$ cat src/rtl/bp_btb_pkg.sv
`default_nettype none
// ============================================================================
//  Module   : bp_btb_pkg
//  Purpose  : Shared BTB definitions: architectural width and the write-port
//             record that is presented to the branch target buffer.
//  Ports    : none (package)
//  Revision : 1.0 - initial release
// ============================================================================
package bp_btb_pkg;

    localparam int RISCV_ARCH = 64;

    // One BTB write request: valid, pc -> npc mapping, and its origin.
    typedef struct packed {
        logic                  v;
        logic [RISCV_ARCH-1:0] pc;
        logic [RISCV_ARCH-1:0] npc;
        logic                  exec;
    } BtbEntryType;

endpackage : bp_btb_pkg
`default_nettype wire

$ cat src/rtl/bp_btb_wrq_pkg.sv
`default_nettype none
// ============================================================================
//  Module   : bp_btb_wrq_pkg
//  Purpose  : Types for the BTB write-request queue: the slot record used by
//             both the pre-decode FIFO and the exec holding register.
//  Ports    : none (package)
//  Revision : 1.0 - initial release
// ============================================================================
package bp_btb_wrq_pkg;
    import bp_btb_pkg::*;

    localparam int BTB_WRQ_DEPTH_DEFAULT = 4;

    typedef struct packed {
        logic                  v;
        logic [RISCV_ARCH-1:0] pc;
        logic [RISCV_ARCH-1:0] npc;
    } BtbWrqSlotType;

    localparam BtbWrqSlotType BTB_WRQ_SLOT_RESET = '0;

endpackage : bp_btb_wrq_pkg
`default_nettype wire

$ cat src/rtl/bp_btb_wrq_if.sv
`default_nettype none
// ============================================================================
//  Module   : bp_btb_wrq_if
//  Purpose  : Bundle of the exec / pre-decode request inputs and the BTB
//             write-port outputs of the write-request queue.
//  Ports    : modport slave  - the queue itself
//             modport master - the environment driving requests / BTB ready
//  Revision : 1.0 - initial release
// ============================================================================
interface bp_btb_wrq_if
    import bp_btb_pkg::*;
#(
    parameter int depth = 4
);
    logic                     i_flush_pipeline;
    logic                     i_e;
    logic [RISCV_ARCH-1:0]    i_e_pc;
    logic [RISCV_ARCH-1:0]    i_e_npc;
    logic                     i_pd_valid;
    logic [RISCV_ARCH-1:0]    i_pd_pc;
    logic [RISCV_ARCH-1:0]    i_pd_npc;
    logic                     o_pd_ready;
    logic                     i_btb_ready;
    logic                     o_we;
    logic [RISCV_ARCH-1:0]    o_we_pc;
    logic [RISCV_ARCH-1:0]    o_we_npc;
    logic                     o_we_exec;
    logic [$clog2(depth):0]   o_cnt;

    modport slave (
        input  i_flush_pipeline, i_e, i_e_pc, i_e_npc,
        input  i_pd_valid, i_pd_pc, i_pd_npc, i_btb_ready,
        output o_pd_ready, o_we, o_we_pc, o_we_npc, o_we_exec, o_cnt
    );

    modport master (
        output i_flush_pipeline, i_e, i_e_pc, i_e_npc,
        output i_pd_valid, i_pd_pc, i_pd_npc, i_btb_ready,
        input  o_pd_ready, o_we, o_we_pc, o_we_npc, o_we_exec, o_cnt
    );

endinterface : bp_btb_wrq_if
`default_nettype wire

$ cat src/rtl/bp_btb_wrq.sv
`default_nettype none
// ============================================================================
//  Module   : bp_btb_wrq
//  Purpose  : Write-request queue in front of the BTB write port. Merges
//             high-priority exec updates (never stalled, held in a single
//             newest-wins register) with backpressured pre-decode updates
//             (FIFO of `depth` slots), suppressing duplicate pre-decode pcs
//             and cancelling queued pre-decode slots hit by an exec update.
//  Ports    : i_clk  - clock
//             i_nrst - synchronous active-low reset
//             bus    - bp_btb_wrq_if.slave (requests in, BTB write out)
//  Revision : 1.0 - initial release
// ============================================================================
module bp_btb_wrq
    import bp_btb_pkg::*;
    import bp_btb_wrq_pkg::*;
#(
    parameter int depth = BTB_WRQ_DEPTH_DEFAULT
)(
    input  wire logic         i_clk,
    input  wire logic         i_nrst,
    bp_btb_wrq_if.slave       bus
);
    localparam int PTR_W = $clog2(depth);
    localparam int CNT_W = PTR_W + 1;

    typedef struct packed {
        BtbEntryType                 out;
        BtbWrqSlotType               ex;
        BtbWrqSlotType [depth-1:0]   slots;
        logic [PTR_W-1:0]            wr;
        logic [PTR_W-1:0]            rd;
        logic [CNT_W-1:0]            cnt;
    } BpBtbWrq_registers;

    localparam BpBtbWrq_registers BpBtbWrq_r_reset = '0;

    BpBtbWrq_registers r_q;
    BpBtbWrq_registers w_d;

    logic          w_loadable;
    logic          w_pd_ready;
    logic          w_pd_hit;
    logic          w_pd_store;
    logic          w_e_taken;
    logic          w_bypass;
    logic          w_push;
    logic          w_pop;
    BtbWrqSlotType w_head;

    always_comb begin
        w_d        = r_q;
        w_e_taken  = 1'b0;
        w_bypass   = 1'b0;
        w_pop      = 1'b0;
        w_head     = r_q.slots[r_q.rd];
        w_loadable = !r_q.out.v || bus.i_btb_ready;
        // Readiness looks only at the registered count, so a pop in the
        // same cycle never frees a slot for the incoming request.
        w_pd_ready = (r_q.cnt < CNT_W'(depth));

        // A pre-decode pc already in flight anywhere is dropped.
        w_pd_hit = (bus.i_e && (bus.i_pd_pc == bus.i_e_pc))
                || (r_q.ex.v && (bus.i_pd_pc == r_q.ex.pc))
                || (r_q.out.v && (bus.i_pd_pc == r_q.out.pc));
        for (int i = 0; i < depth; i++) begin
            if (r_q.slots[i].v && (r_q.slots[i].pc == bus.i_pd_pc)) begin
                w_pd_hit = 1'b1;
            end
        end
        w_pd_store = bus.i_pd_valid && w_pd_ready && !bus.i_flush_pipeline && !w_pd_hit;

        // Output register source selection.
        if (w_loadable) begin
            if (r_q.ex.v) begin
                w_d.out.v    = 1'b1;
                w_d.out.pc   = r_q.ex.pc;
                w_d.out.npc  = r_q.ex.npc;
                w_d.out.exec = 1'b1;
                w_d.ex.v     = 1'b0;
            end else if (bus.i_e) begin
                w_d.out.v    = 1'b1;
                w_d.out.pc   = bus.i_e_pc;
                w_d.out.npc  = bus.i_e_npc;
                w_d.out.exec = 1'b1;
                w_e_taken    = 1'b1;
            end else if (r_q.cnt != '0) begin
                // A cancelled head is discarded without producing a write.
                w_pop = 1'b1;
                w_d.out.v = w_head.v;
                if (w_head.v) begin
                    w_d.out.pc   = w_head.pc;
                    w_d.out.npc  = w_head.npc;
                    w_d.out.exec = 1'b0;
                end
            end else if (w_pd_store) begin
                w_bypass     = 1'b1;
                w_d.out.v    = 1'b1;
                w_d.out.pc   = bus.i_pd_pc;
                w_d.out.npc  = bus.i_pd_npc;
                w_d.out.exec = 1'b0;
            end else begin
                w_d.out.v = 1'b0;
            end
        end

        // Exec requests that miss the output register wait in ex; a newer
        // one replaces an undrained older one.
        if (bus.i_e && !w_e_taken) begin
            w_d.ex.v   = 1'b1;
            w_d.ex.pc  = bus.i_e_pc;
            w_d.ex.npc = bus.i_e_npc;
        end

        w_push = w_pd_store && !w_bypass;

        // Exec cancel: queued pre-decode entries for this pc become holes.
        for (int i = 0; i < depth; i++) begin
            if (bus.i_e && (r_q.slots[i].pc == bus.i_e_pc)) begin
                w_d.slots[i].v = 1'b0;
            end
        end
        // Popped slots are cleared so they stop taking part in dedup.
        if (w_pop) begin
            w_d.slots[r_q.rd].v = 1'b0;
            w_d.rd              = r_q.rd + 1'b1;
        end
        if (w_push) begin
            w_d.slots[r_q.wr].v   = 1'b1;
            w_d.slots[r_q.wr].pc  = bus.i_pd_pc;
            w_d.slots[r_q.wr].npc = bus.i_pd_npc;
            w_d.wr                = r_q.wr + 1'b1;
        end
        w_d.cnt = r_q.cnt + CNT_W'(w_push) - CNT_W'(w_pop);

        if (bus.i_flush_pipeline) begin
            for (int i = 0; i < depth; i++) begin
                w_d.slots[i] = BTB_WRQ_SLOT_RESET;
            end
            w_d.wr  = '0;
            w_d.rd  = '0;
            w_d.cnt = '0;
        end
    end

    always_ff @(posedge i_clk) begin
        if (!i_nrst) begin
            r_q <= BpBtbWrq_r_reset;
        end else begin
            r_q <= w_d;
        end
    end

    assign bus.o_pd_ready = w_pd_ready;
    assign bus.o_we       = r_q.out.v;
    assign bus.o_we_pc    = r_q.out.pc;
    assign bus.o_we_npc   = r_q.out.npc;
    assign bus.o_we_exec  = r_q.out.exec;
    assign bus.o_cnt      = r_q.cnt;

endmodule : bp_btb_wrq
`default_nettype wire

$ cat src/flat_wrapper.sv
// flat-port wrapper written by rule: the top's interface ports become plain ports
module bp_btb_wrq_flat import bp_btb_pkg::*; import bp_btb_wrq_pkg::*;
#(
    parameter int depth = BTB_WRQ_DEPTH_DEFAULT
)
  (i_clk, i_nrst, bus_i_flush_pipeline, bus_i_e, bus_i_e_pc, bus_i_e_npc, bus_i_pd_valid, bus_i_pd_pc, bus_i_pd_npc, bus_i_btb_ready, bus_o_pd_ready, bus_o_we, bus_o_we_pc, bus_o_we_npc, bus_o_we_exec, bus_o_cnt);
  bp_btb_wrq_if #(.depth(depth)) bus_i ();
  input  wire logic i_clk;
  input  wire logic i_nrst;
  input wire logic [$bits(bus_i.i_flush_pipeline)-1:0] bus_i_flush_pipeline;
  input wire logic [$bits(bus_i.i_e)-1:0] bus_i_e;
  input wire logic [$bits(bus_i.i_e_pc)-1:0] bus_i_e_pc;
  input wire logic [$bits(bus_i.i_e_npc)-1:0] bus_i_e_npc;
  input wire logic [$bits(bus_i.i_pd_valid)-1:0] bus_i_pd_valid;
  input wire logic [$bits(bus_i.i_pd_pc)-1:0] bus_i_pd_pc;
  input wire logic [$bits(bus_i.i_pd_npc)-1:0] bus_i_pd_npc;
  input wire logic [$bits(bus_i.i_btb_ready)-1:0] bus_i_btb_ready;
  output wire logic [$bits(bus_i.o_pd_ready)-1:0] bus_o_pd_ready;
  output wire logic [$bits(bus_i.o_we)-1:0] bus_o_we;
  output wire logic [$bits(bus_i.o_we_pc)-1:0] bus_o_we_pc;
  output wire logic [$bits(bus_i.o_we_npc)-1:0] bus_o_we_npc;
  output wire logic [$bits(bus_i.o_we_exec)-1:0] bus_o_we_exec;
  output wire logic [$bits(bus_i.o_cnt)-1:0] bus_o_cnt;
  assign bus_i.i_flush_pipeline = bus_i_flush_pipeline;
  assign bus_i.i_e = bus_i_e;
  assign bus_i.i_e_pc = bus_i_e_pc;
  assign bus_i.i_e_npc = bus_i_e_npc;
  assign bus_i.i_pd_valid = bus_i_pd_valid;
  assign bus_i.i_pd_pc = bus_i_pd_pc;
  assign bus_i.i_pd_npc = bus_i_pd_npc;
  assign bus_i.i_btb_ready = bus_i_btb_ready;
  assign bus_o_pd_ready = bus_i.o_pd_ready;
  assign bus_o_we = bus_i.o_we;
  assign bus_o_we_pc = bus_i.o_we_pc;
  assign bus_o_we_npc = bus_i.o_we_npc;
  assign bus_o_we_exec = bus_i.o_we_exec;
  assign bus_o_cnt = bus_i.o_cnt;
  bp_btb_wrq #(.depth(depth)) u_core (.i_clk(i_clk), .i_nrst(i_nrst), .bus(bus_i));
endmodule
$ cat config.mk
export PLATFORM = sky130hd
export DESIGN_NAME = bp_btb_wrq_flat
export DESIGN_NICKNAME = d
export VERILOG_FILES = /design/src/rtl/bp_btb_pkg.sv /design/src/rtl/bp_btb_wrq_pkg.sv /design/src/rtl/bp_btb_wrq_if.sv /design/src/rtl/bp_btb_wrq.sv /design/src/flat_wrapper.sv
export SDC_FILE = /design/constraint.sdc
export NUM_CORES = 2
export LEC_CHECK = 0
export CELL_PAD_IN_SITES_DETAIL_PLACEMENT = 0
export CELL_PAD_IN_SITES_GLOBAL_PLACEMENT = 1
export CORE_MARGIN = 2
export CORE_UTILIZATION = 35
export CTS_CLUSTER_DIAMETER = 120
export CTS_CLUSTER_SIZE = 24
export DETAILED_ROUTE_END_ITERATION = 6
export DONT_BUFFER_PORTS = 1
export PLACE_DENSITY = 0.64
export SLEW_MARGIN = 20
export SYNTH_ARGS = -nofsm -noshare
export SYNTH_HDL_FRONTEND = slang
export SYNTH_SLANG_ARGS = --single-unit
export TNS_END_PERCENT = 50
$ cat constraint.sdc
create_clock -name i_clk -period 5.2 [get_ports i_clk]
set_input_delay 1.3 -clock i_clk [delete_from_list [all_inputs] [get_ports i_clk]]
set_output_delay 1.3 -clock i_clk [all_outputs]
set_load 0.03 [all_outputs]
# After elaboration in Yosys (flattened, before gate mapping)
# Index checks and enable logic that the tools add are counted.
op_classes:
  addsub: 4
  n_lt_le_gt_ge: 5
  eq_ne: 12
  n_mux: 43
  bitwise: 1
  n_reduce_logical: 31
ops:
  columns: ["cell", "count"]
  rows:
  - ["516-bit bitwise mux", 4]
  - ["129-bit demux with 2-bit select", 4]
  - ["129-bit 2-to-1 mux", 6]
  - ["64-bit equality test", 11]
  - ["518-bit 2-to-1 mux", 1]
  - ["516-bit 2-to-1 mux", 1]
  - ["130-bit 2-to-1 mux", 3]
  - ["129-bit binary-select mux with 2-bit select", 1]
  - ["128-bit 2-to-1 mux", 1]
  - ["64-bit 2-to-1 mux", 1]
  - ["1-bit 2-to-1 mux", 21]
  - ["1-bit logical AND", 18]
  - ["2-bit by 3-bit less-than comparator with 1-bit output, second input constant", 2]
  - ["1-bit zero test", 5]
  - ["2-bit by 1-bit adder with 2-bit output, second input constant", 2]
  - ["2-bit by 1-bit >= comparator with 1-bit output, second input constant", 2]
  - ["4-bit by 2-bit inequality test with 1-bit output, second input constant", 1]
  - ["4-bit nonzero test", 1]
  - ["3-bit by 1-bit adder with 3-bit output", 1]
  - ["1-bit logical OR", 3]
  - ["3-bit less-than comparator, second input constant", 1]
  - ["3-bit AND reduction", 1]
  - ["3-bit nonzero test", 1]
  - ["3-bit by 1-bit subtractor with 3-bit output", 1]
  - ["3 further kinds", 3]
totals:
  ff_bits: 782
  output_inout_bits: 134

# Depth between registers and ports, before layout
depth:
  depth_word: 19
  mapped_depth: 14
  depth_no_buf: 13

# Worst setup path before layout
# Ideal clock, no wire load.
synth_path:
  path_kind: "input to register"
  from: "input bus_i_pd_pc[41]"
  to: "register u_core.r_q, in the netlist u_core.bus.o_cnt[2]"
  arrival_time_ns: 3.943
  t_required_ns: 5.076
  path_slack_ns: 1.133
  cell_stages: 13
  path_buffers: 1
  cell_sequence: "buf_4 -> xor2_1 -> or4_1 -> or4b_1 -> o32ai_1 -> nor3_2 -> o211ai_2 -> inv_1 -> ha_1 -> fa_1 -> xnor2_1 -> xnor2_1 -> nor2_1"
synth_via:
  elab_chain_cells: 19
  word_cells_on_any_way: 31
  cone_classes: "add/sub (2); eq/ne (7); mux (9); reduce/logical (13)"
synth_rtl:
  columns: ["element", "line", "text"]
  rows:
  - ["from (decl)", "flat_wrapper.sv:15", "input wire logic [$bits(bus_i.i_pd_pc)-1:0] bus_i_pd_pc;"]
  - ["64-bit equality test (on tied branches)", "bp_btb_wrq.sv:63, bp_btb_wrq.sv:64", null]
  - ["1-bit logical AND (on tied branches)", "bp_btb_wrq.sv:63, bp_btb_wrq.sv:64", null]
  - ["1-bit logical OR", "bp_btb_wrq.sv:64", "|| (r_q.ex.v && (bus.i_pd_pc == r_q.ex.pc))"]
  - ["1-bit logical OR", "bp_btb_wrq.sv:65", "|| (r_q.out.v && (bus.i_pd_pc == r_q.out.pc));"]
  - ["1-bit 2-to-1 mux (3 in a row)", "bp_btb_wrq.sv:67", "if (r_q.slots[i].v && (r_q.slots[i].pc == bus.i_pd_pc)) begin"]
  - ["1-bit 2-to-1 mux *", "bp_btb_wrq.sv:67", null]
  - ["1-bit zero test *", "bp_btb_wrq.sv:71", "w_pd_store = bus.i_pd_valid && w_pd_ready && !bus.i_flush_pipeline && !w_pd_hit;"]
  - ["1-bit logical AND *", "bp_btb_wrq.sv:71", null]
  - ["[2 not listed]", null, null]
  - ["1-bit 2-to-1 mux", "bp_btb_wrq.sv:81", "end else if (bus.i_e) begin"]
  - ["1-bit 2-to-1 mux", "bp_btb_wrq.sv:75", "if (r_q.ex.v) begin"]
  - ["1-bit 2-to-1 mux", "bp_btb_wrq.sv:74", "if (w_loadable) begin"]
  - ["1-bit zero test", "bp_btb_wrq.sv:115", "w_push = w_pd_store && !w_bypass;"]
  - ["1-bit logical AND *", "bp_btb_wrq.sv:115", null]
  - ["named net u_core.w_push", "bp_btb_wrq.sv:47", "logic w_push;"]
  - ["3-bit by 1-bit adder with 3-bit output *", "bp_btb_wrq.sv:134", "w_d.cnt = r_q.cnt + CNT_W'(w_push) - CNT_W'(w_pop);"]
  - ["3-bit by 1-bit subtractor with 3-bit output *", "bp_btb_wrq.sv:134", null]
  - ["to (signal assigned)", "bp_btb_wrq.sv:148", "r_q <= BpBtbWrq_r_reset;"]
  - ["to (signal assigned)", "bp_btb_wrq.sv:150", "r_q <= w_d;"]
  - ["to (decl)", "bp_btb_wrq.sv:38", "BpBtbWrq_registers r_q;"]
# Mark *: on every way through the listed nets, which the timed path passes. The rest lies on a longest branch.
# A chain may end at the register's enable or synchronous reset.

# Worst setup path in the final report
layout_path:
  from: "input bus_i_pd_pc[60]"
  to: "register u_core.r_q[315] (netlist bit)"
layout_via:
  elab_chain_cells: 18
  word_cells_on_any_way: 30
  cone_classes: "eq/ne (7); mux (10); reduce/logical (13)"
layout_rtl:
  columns: ["element", "line", "text"]
  rows:
  - ["64-bit equality test (on tied branches)", "bp_btb_wrq.sv:63, bp_btb_wrq.sv:64", null]
  - ["1-bit logical AND (on tied branches)", "bp_btb_wrq.sv:63, bp_btb_wrq.sv:64", null]
  - ["1-bit logical OR", "bp_btb_wrq.sv:64", null]
  - ["1-bit logical OR", "bp_btb_wrq.sv:65", null]
  - ["1-bit 2-to-1 mux (3 in a row)", "bp_btb_wrq.sv:67", null]
  - ["1-bit 2-to-1 mux *", "bp_btb_wrq.sv:67", null]
  - ["1-bit zero test *", "bp_btb_wrq.sv:71", null]
  - ["1-bit logical AND *", "bp_btb_wrq.sv:71", null]
  - ["1-bit 2-to-1 mux", "bp_btb_wrq.sv:96", "end else if (w_pd_store) begin"]
  - ["1-bit 2-to-1 mux", "bp_btb_wrq.sv:87", "end else if (r_q.cnt != '0) begin"]
  - ["1-bit 2-to-1 mux", "bp_btb_wrq.sv:81", null]
  - ["1-bit 2-to-1 mux", "bp_btb_wrq.sv:75", null]
  - ["1-bit 2-to-1 mux", "bp_btb_wrq.sv:74", null]
  - ["1-bit zero test", "bp_btb_wrq.sv:115", null]
  - ["1-bit logical AND *", "bp_btb_wrq.sv:115", null]
  - ["518-bit 2-to-1 mux *", "bp_btb_wrq.sv:128", "if (w_push) begin"]
# Every way passes the cells marked *; elsewhere a longest branch is shown, timed or not.

==> impl_metrics.yaml <==
run_status:
  outcome: "finished, final reports clean"
logic_synthesis:
  ys_ff_latch: 782
  syn_nets: 5501
  avgSynthCellArea_sq_um: 8.63
  ys_top_cells_by_area: "dfxtp_1, a31o_2, xnor2_1"
  ys_warn_count: 0
  synth_cell_type_count: 56
  yosysSeqAreaShare_pct: 34.7
  synth.largest_area_cell: "dfxtp_1"
  ys_async_sr_fraction_pct: 0
  ys.flop_type: "dfxtp_1"
  synth_top_area_share_pct: 34.7
  synthesis.area_sq_mm: 0.0451
  synth_edf_count: 0
  syn_inst: 5228
final_layout:
  area_growth_pct: 5.29
  fillers: 13030
  multi_input_area_sq_mm: 0.0260
  nNetsFinal: 5096
  ff_latch_area_sq_mm: 0.0157
  drive_gt1_share_pct: 16.9
  final_common_cell: "dfxtp_1"
  final_cell_mix: "dfxtp_1, nand2_1, nor2_1"
clocking:
  root_buffer: "clkbuf_16"
  cts_setup_buffers: 0
  cts.sinks: 782
  h-tree-depth: 2
  cts_resized: 0
  clock_latency_ps: 680
  postCtsHoldBufs: 0
  clockBufferDepth: 3
  numCtsBuffers: 42
  clkTransAtPathRegs_ps: 100
  cts_tree: "built"
setup_path:
  crit_path_start_kind: "primary input"
  cp_data_arrival_time_ps: 4590
  slowest_delay_ps: 820
  regToRegEndpoint: "u_core.r_q[315]$_SDFFE_PP0P_"
  critical-path-top-delay-family: "simple AND/OR/NAND/NOR gates"
  r2r-start: "u_core.r_q[647]$_SDFFE_PN0P_"
  crit_fanout: 52
  path_cells: "xor2_1 -> a2111o_1 -> nor4_1 -> nand4_1 -> o32ai_1 -> buf_4 -> nor3_2 -> o211ai_2 -> buf_4 -> nor2_4 -> buf_12 -> mux2i_1"
  r2r_setup_slack_ps: 1440
  rr_worst_depth: 12
  end_kind: "flip-flop"
  crit_required_ps: 5800
  crit_path_frequent_cell: "buf_4"
  crit_buf_inv: 3
  path_class: "primary input to flip-flop"
  cp_slowest_cell: "xor2_1"
sta:
  tns_ps: 0
  max_freq_mhz: 251
  hold_viol: 0
  finClkSkew_ps: 53.0
  fin_crit_ps: 3980
  period_share_pct: 76.6
  max_slew_margin_pct: 18.9
  setup_viol: 0
  rsz0062_at_grt: "false"
  drv_slew: 0
  worst_pin_slew_ps: 1220
global_routing:
  grt_pass1_vias: 35652
  grt_first_pass_wirelength_um: 297000
  track_usage_pct: 31.8
  antenna_found_initial: 13
  grt_max_degree: 268
  grt-ovfl-total: 0
drt:
  ant_nets: 0
  remaining_drc_errors: 0
  wl_per_cell_um: 33.4
  wl_um: 217000
  drtPass1Iterations: 6
  drtIter0Drc: 4853
  num_vias: 38648
  routed_via_density: 5.94
die:
  pin_count: 396
  num_rows: 131
  die_x_um: 363
  die_h_um: 363
  coreArea_sq_mm: 0.128
  fp.dieArea_sq_mm: 0.132
  floorplan.initialDensity_pct: 35.3
placed_design:
  io_buffers: 0
  dp_hpwl_um: 162000
  gp_congestion: 1.10
worst_hold_path:
  hold_path.class: "flip-flop to flip-flop"
  hold_end: "u_core.r_q[281]$_SDFFE_PP0P_"
  min-delay-start: "u_core.r_q[281]$_SDFFE_PP0P_"
  hold_depth: 2
flow_run:
  max_cap_viol_count: 0
pwr:
  power_density_mw_per_mm2: 277
  p_total_mw: 13.2
  ir_worst_vdd_uv: 206
  p_leak_nw: 16.8
==> worst max-delay path by stage <==
stage | end | from | slack (ps) | cells past startpoint
floorplan | u_core.bus.o_cnt[2]$_SDFF_PP0_ | bus_i_pd_pc[41] | 1130 | 13
global placement | u_core.bus.o_cnt[2]$_SDFF_PP0_ | bus_i_pd_pc[58] | 450 | 13
detailed placement | u_core.r_q[312]$_SDFFE_PP0P_ | bus_i_pd_pc[60] | 670 | 12
CTS | u_core.r_q[312]$_SDFFE_PP0P_ | bus_i_pd_pc[60] | 1380 | 12
global route | u_core.bus.o_cnt[2]$_SDFF_PP0_ | bus_i_pd_pc[41] | 1190 | 14
finish | u_core.r_q[315]$_SDFFE_PP0P_ | bus_i_pd_pc[60] | 1220 | 12
==> where the power goes <==
part           internal [mW]  switching [mW]  total [mW]  leakage [nW]
clock                   1.69            2.32        4.00         0.642
sequential              6.22           0.581        6.80          6.34
combinational          0.887            1.47        2.35          9.85
==> sequential cells by signal, indices dropped and copies added (netlist names) <==
signal                count
u_core.bus.o_we_npc      64
u_core.bus.o_we           1
u_core.r_q              649
u_core.bus.o_we_exec      1
u_core.bus.o_we_pc       64
u_core.bus.o_cnt          3
==> metrics by stage <==
step	cells	util [%]	hold WS, ps	setup slack, ps	instance area [sq um]
after floorplan	5228	-	432	1130	45100
after global placement	6441	36.2	439	449	46200
after detailed placement	6441	36.2	447	667	46200
after CTS	6501	37.2	460	1380	47500
after global routing	6501	37.2	474	1190	47500
final	6502	37.2	458	1220	47500
==> cells in the mapped netlist (13+ instances only) <==
library cell,count
a21oi_1,264
and3b_1,13
o22ai_1,27
buf_4,145
nand2_1,653
nand2b_1,15
a21boi_0,130
clkbuf_1,272
nor4_1,88
nor3b_1,86
mux2i_1,245
buf_1,47
a31o_2,385
xor2_1,244
nand4_1,103
nor3_1,125
xnor2_1,363
nand3_1,28
o21ai_0,122
mux4_2,129
dfxtp_1,782
buf_2,174
a221oi_1,20
inv_1,85
nor3b_2,29
nor2_1,544
==> routing by layer <==
metal / share of wire (%) / vias up / global-route usage, %
met3: 9.1 / 398 / 6.87
li1: - / 17225 / -
met5: 0.019 / - / 0
met2: 43 / 1907 / 47.7
met1: 43 / 19112 / 43.4
met4: 5.6 / 6 / 15.0
==> kinds of logic (layout without fill, tap and decap cells) <==
kind of cell	Yosys count	after routing	synth area share, %
simple gates	1706	1706	17.3
flops	782	782	34.7
xor+xnor	607	607	11.8
compound gates	1015	1015	16.1
buf+inv	733	344	7.94
fa+ha+maj	11	11	0.322
mux	374	374	11.9
other cells	0	1	0
==> tightest hold or removal path, stage by stage, from the launching register on <==
cell and delay, ps:
dfxtp_1 320, nand2_1 50, mux2i_1 50
==> area by class of cell <==
class / count / area share (%)
sequential: 782 / 33.0
inverter: 86 / 0.679
clock inverter: 12 / 0.453
tap: 1662 / 4.38
multi-input combinational: 3713 / 54.7
clock buffer: 48 / 2.35
timing repair buffer: 198 / 4.47
antenna: 1 / 0.00527
Note: power is estimated with default switching activity, not from simulation.
